**src/rtl/fk_pkg.sv**
```systemverilog
// fk_pkg -- constants shared by the f(k) history sequencer and the
// downstream f(k) tap mux.
//
// Contents:
//   SEL_FK / SEL_FK1 / SEL_FK2 / SEL_ZERO : tap select codes; SEL_ZERO makes
//                                           the downstream mux output zero.
//   fk_state_t                            : sequencer FSM state encoding.
package fk_pkg;

  localparam logic [1:0] SEL_FK   = 2'b00;
  localparam logic [1:0] SEL_FK1  = 2'b01;
  localparam logic [1:0] SEL_FK2  = 2'b10;
  localparam logic [1:0] SEL_ZERO = 2'b11;

  typedef enum logic [2:0] {
    ST_IDLE = 3'd0,
    ST_TAP0 = 3'd1,
    ST_TAP1 = 3'd2,
    ST_TAP2 = 3'd3,
    ST_DONE = 3'd4
  } fk_state_t;

endpackage

```
**src/rtl/fk_shift3.sv**
```systemverilog
// fk_shift3 -- three-deep N-bit delay line holding f(k), f(k-1), f(k-2).
//
// Ports:
//   clk      : clock, rising edge
//   reset_n  : synchronous active-low reset, clears all three registers
//   load     : shift d in; q0<=d, q1<=q0, q2<=q1 on the same edge
//   d        : new sample
//   q0/q1/q2 : f(k), f(k-1), f(k-2); held whenever load is low
module fk_shift3 #(
  parameter int N = 25
) (
  input  logic         clk,
  input  logic         reset_n,
  input  logic         load,
  input  logic [N-1:0] d,
  output logic [N-1:0] q0,
  output logic [N-1:0] q1,
  output logic [N-1:0] q2
);

  always_ff @(posedge clk) begin
    if (!reset_n) begin
      q0 <= '0;
      q1 <= '0;
      q2 <= '0;
    end else if (load) begin
      q0 <= d;
      q1 <= q0;
      q2 <= q1;
    end
  end

endmodule

```
**src/rtl/fk_history_seq.sv**
```systemverilog
// fk_history_seq -- accepts one sample per frame, shifts it into a
// three-deep history and then walks the downstream tap mux over
// f(k), f(k-1), f(k-2), closing the frame with a one-cycle frame_done.
//
// Ports:
//   clk, reset_n    : clock and synchronous active-low reset
//   sample_valid    : upstream offers sample_in
//   sample_in [N]   : new sample f(k)
//   sample_ready    : high only in IDLE
//   fk, fk_1, fk_2  : registered history f(k), f(k-1), f(k-2)
//   sel [2]         : tap select (fk_pkg SEL_* codes)
//   sel_valid       : sel addresses a real tap this cycle
//   frame_done      : one-cycle pulse after the last tap
//   dbg_state [3]   : current FSM state (fk_state_t encoding)
//   hist_full       : only with FK_FILL_STATUS_EN; three or more samples
//                     accepted since reset
//
// Build option FK_FILL_STATUS_EN: adds hist_full and a saturating fill
// counter; sel_valid is then also gated by hist_full.
//
// Handshake: a sample transfers on a rising edge where sample_valid and
// sample_ready are both high; upstream holds sample_in stable until then,
// and sample_valid is ignored while sample_ready is low.
module fk_history_seq
  import fk_pkg::*;
#(
  parameter int N = 25
) (
  input  logic         clk,
  input  logic         reset_n,
  input  logic         sample_valid,
  input  logic [N-1:0] sample_in,
  output logic         sample_ready,
  output logic [N-1:0] fk,
  output logic [N-1:0] fk_1,
  output logic [N-1:0] fk_2,
  output logic [1:0]   sel,
  output logic         sel_valid,
  output logic         frame_done,
`ifdef FK_FILL_STATUS_EN
  output logic         hist_full,
`endif
  output logic [2:0]   dbg_state
);

  fk_state_t state;
  logic      tap_valid;
  logic      accept;

  // sample_ready is registered and high exactly in IDLE, so this is the
  // acceptance edge.
  assign accept    = sample_valid & sample_ready;
  assign dbg_state = state;

  fk_shift3 #(.N(N)) u_shift3 (
    .clk     (clk),
    .reset_n (reset_n),
    .load    (accept),
    .d       (sample_in),
    .q0      (fk),
    .q1      (fk_1),
    .q2      (fk_2)
  );

  // All outputs are loaded with the values of the state being entered, so
  // they are aligned with state and glitch-free.
  always_ff @(posedge clk) begin
    if (!reset_n) begin
      state        <= ST_IDLE;
      sel          <= SEL_ZERO;
      tap_valid    <= 1'b0;
      frame_done   <= 1'b0;
      sample_ready <= 1'b1;
    end else begin
      case (state)
        ST_IDLE: begin
          if (sample_valid) begin
            state        <= ST_TAP0;
            sel          <= SEL_FK;
            tap_valid    <= 1'b1;
            sample_ready <= 1'b0;
          end
        end
        ST_TAP0: begin
          state <= ST_TAP1;
          sel   <= SEL_FK1;
        end
        ST_TAP1: begin
          state <= ST_TAP2;
          sel   <= SEL_FK2;
        end
        ST_TAP2: begin
          state      <= ST_DONE;
          sel        <= SEL_ZERO;
          tap_valid  <= 1'b0;
          frame_done <= 1'b1;
        end
        ST_DONE: begin
          state        <= ST_IDLE;
          frame_done   <= 1'b0;
          sample_ready <= 1'b1;
        end
        default: begin
          state        <= ST_IDLE;
          sel          <= SEL_ZERO;
          tap_valid    <= 1'b0;
          frame_done   <= 1'b0;
          sample_ready <= 1'b1;
        end
      endcase
    end
  end

`ifdef FK_FILL_STATUS_EN
  logic [1:0] fill_cnt;

  always_ff @(posedge clk) begin
    if (!reset_n) begin
      fill_cnt <= 2'd0;
    end else if (accept && (fill_cnt != 2'd3)) begin
      fill_cnt <= fill_cnt + 2'd1;
    end
  end

  // The counter updates on the acceptance edge, so the frame carrying the
  // third sample already sees hist_full in TAP0.
  assign hist_full = (fill_cnt == 2'd3);
  assign sel_valid = tap_valid & hist_full;
`else
  assign sel_valid = tap_valid;
`endif

endmodule
```
**config.mk**
```make
export PLATFORM = sky130hd
export DESIGN_NAME = fk_history_seq
export DESIGN_NICKNAME = d
export VERILOG_FILES = /design/src/rtl/fk_pkg.sv /design/src/rtl/fk_shift3.sv /design/src/rtl/fk_history_seq.sv
export SDC_FILE = /design/constraint.sdc
export NUM_CORES = 1
export LEC_CHECK = 0
export CAP_MARGIN = 20
export CORE_MARGIN = 4
export CORE_UTILIZATION = 40
export CTS_CLUSTER_SIZE = 40
export DETAILED_ROUTE_END_ITERATION = 7
export DONT_BUFFER_PORTS = 1
export PLACE_DENSITY_LB_ADDON = 0.25
export REMOVE_ABC_BUFFERS = 1
export SYNTH_ARGS = -nofsm -noshare
export SYNTH_HDL_FRONTEND = slang
export SYNTH_SLANG_ARGS = --single-unit
```
**constraint.sdc**
```tcl
create_clock -name clk -period 1.81 [get_ports clk]
set_input_delay 0.2715 -clock clk [delete_from_list [all_inputs] [get_ports clk]]
set_output_delay 0.2715 -clock clk [all_outputs]
set_load 0.03 [all_outputs]
```
==> reports/metrics.cfg <==
[finish]
final_core_util=0.462
syn2layout_area_growth_pct=10.4
n_fill_cell=744
antennaDiodeCount=0
fin_cells=453
finish.instance_area_sq_mm=0.00319
nets=380
layout-drive-gt1-share=0.0700

[grt]
grt-ovfl-total=0
grt_pass1_vias=1850
grt_usage=0.140
antenna_found_initial=0
grt_max_degree=59
grt_first_pass_wirelength_mm=9.54

[setup_path]
critPathBufInv=1
setup.worst_path.end_class=flip-flop
worstSetupStartpointType=flip-flop
crit_slowest_cell=dfxtp_1
cp.required_ns=2.07
crit_type=flip-flop to flip-flop
crit_arrival_ns=1.56
crit_chain=and2_4 > buf_4 > nand2_1 > a21oi_1
path_delay_family=simple AND/OR/NAND/NOR gates
slowest_delay_ns=0.38
cp_max_fo=30

[yosys]
yosys.area_share.xor_xnor=0.00303
synth_edf_count=0
ys_warn_count=0
synthAdderAreaFrac=0
synth_area_sq_mm=0.00289
yosys.cell_count.top_type=nand2_1
avgSynthCellArea_sq_um=8.08
ys_top_cells_by_count=154 x nand2_1, 83 x dfxtp_1, 76 x a21oi_1
synth_top_area_cell=dfxtp_1
synth_cell_types=19
yosys_register_bits=83
synth_top_family_by_area=simple AND/OR/NAND/NOR gates
synthArstFlopShare=0
muxShareOfSynthArea=0
syn_inst=358
seq_area_frac_synth=0.575
synth_compound_area_frac=0.141
synth_top_area_frac=0.575
synth_simple_gate_area_frac=0.225
synth_area_leaders=dfxtp_1 57%, nand2_1 20%, a21oi_1 13%
synthFlopType=dfxtp_1

[routing]
ant_nets=0
wl_per_cell_um=13.7
drt-total-wl_mm=6.19
vias_per_cell=4.87
drt-initial-drc-count=95
drc_errors=0
dr_total_vias=2207
dr.pass1.iters=6

[outcome]
status=finished, final reports clean

[placed_design]
hpwl_mm=4.01
gp_congestion=0.666
numPortBuffers=0
place_area_sq_mm=0.00294
dp.cells=436

[cts]
cts_buffer_depth=2
root_buffer=clkbuf_8
post_cts_buffers=0
clkSlewWorstSetupHoldPaths_ns=0.08
cts_inserted_buffers=9
clkSinkCount=83
clk_latency_ns=0.34
cts_tree=yes
h-tree-depth=3

[floorplan]
die_x_um=93.0
rows=30
core_area_sq_mm=0.00691
die_h_um=93.0
pin_count=111
die-area_sq_mm=0.00865
initial_utilization=0.419

[timing]
worst_hold_slack_ns=0.0512
period_share=0.717
relSlewSlack=0.648
fin_skew_ns=0.00918
slew_viol_final=0
tightest_slew_ns=0.527
period_needed_ns=1.30
setup_viol=0
final-hold-violation-count=0
max_freq_mhz=771
grt_setup_unrepaired=false

[job]
drv_cap=0

[pwr]
vdd_drop_max_v=0.000483
p_leak_nw=1.11
p_per_area_mw_per_mm2=1250

[min_path]
holdCritPathClass=input pin to flip-flop

==> sequential cells by signal, indices dropped and copies added, names as in the netlist <==
register and count:
u_shift3.q0 25, u_shift3.q1 25, u_shift3.q2 25, dbg_state 3
sel 2, frame_done 1, sample_ready 1, sel_valid 1
==> where the power goes <==
| group | internal (W) | total [W] | switching (W) |
|---|---|---|---|
| combinational | 0.0000929 | 0.000281 | 0.000188 |
| clock | 0.000956 | 0.00158 | 0.000629 |
| sequential | 0.00191 | 0.00213 | 0.000222 |
| total | 0.00295 | 0.00399 | 0.00104 |
==> stage by stage <==
| step | TNS [ns] | setup slack, ns | total power, W |
|---|---|---|---|
| 2_1_floorplan | -18.53 | -0.247 | 0.00235 |
| 3_3_place_gp | 0 | 0.549 | 0.00245 |
| 3_5_place_dp | 0 | 0.499 | 0.00246 |
| 4_1_cts | 0 | 0.480 | 0.00407 |
| 5_1_grt | 0 | 0.383 | 0.00418 |
| 6_report | 0 | 0.512 | 0.00399 |
==> cell type report <==
cell class              instances  area, sq um  area share
multi-input cells             248         1070       0.335
repair buffers                  9         95.1      0.0298
clock buffers                  12          145      0.0455
flip-flops and latches         83         1660       0.521
clock inverters                 4         97.6      0.0306
well taps                      96          120      0.0376
inverters                       1         3.75     0.00118
==> final timing paths <==
check / startpoint / to / slack [ns] / cells past startpoint
min reg2reg: sample_ready / sample_ready / 0.53 / 1
max: sample_ready / u_shift3.q1[7] / 0.51 / 4
max reg2reg: sample_ready / u_shift3.q1[7] / 0.51 / 4
min: sample_in[11] / u_shift3.q0[11] / 0.05 / 2
==> timing repair <==
action | 4_1_cts | 5_1_grt
hold buffers | 1 | 0
setup endpoints to repair | 0 | 0
gates resized for setup | 0 | 0
hold endpoints to repair | 2 | 0
==> cells by family after synthesis <==
| family | after synthesis |
|---|---|
| AOI/OAI and AO/OA | 80 |
| buffers and inverters | 27 |
| DFF | 83 |
| and+or+nand+nor | 167 |
| xor gates and xnor gates | 1 |
==> worst reg2reg max path: cells and delay by family (launching register included) <==
family                 cells  cell delay, ns
DFF                        1            0.38
AOI/OAI and AO/OA          1            0.16
buffers and inverters      1            0.24
and+or+nand+nor            2            0.44
==> routing by layer <==
layer  up-vias  GRT usage  wire, um
met1       977      0.170      2560
met4         0     0.0769        98
met3         9     0.0700       701
met2        83      0.201      2830
li1       1138          -         -
met5         -          0         0
==> placed cells by master (no fill, tap or decap) <==
cell,instances
a21o_1,1
a21oi_1,76
a31oi_1,1
and2_4,1
buf_12,2
buf_4,6
bufinv_16,3
clkbuf_1,2
clkbuf_8,10
clkinvlp_4,1
dfxtp_1,83
dlygate4sd3_1,1
inv_2,1
nand2_1,153
nand2_2,1
nand2b_1,1
nand3b_1,4
nor2_1,6
nor3_1,1
o22ai_1,2
xnor2_1,1
(Power assumes the default switching activity.)
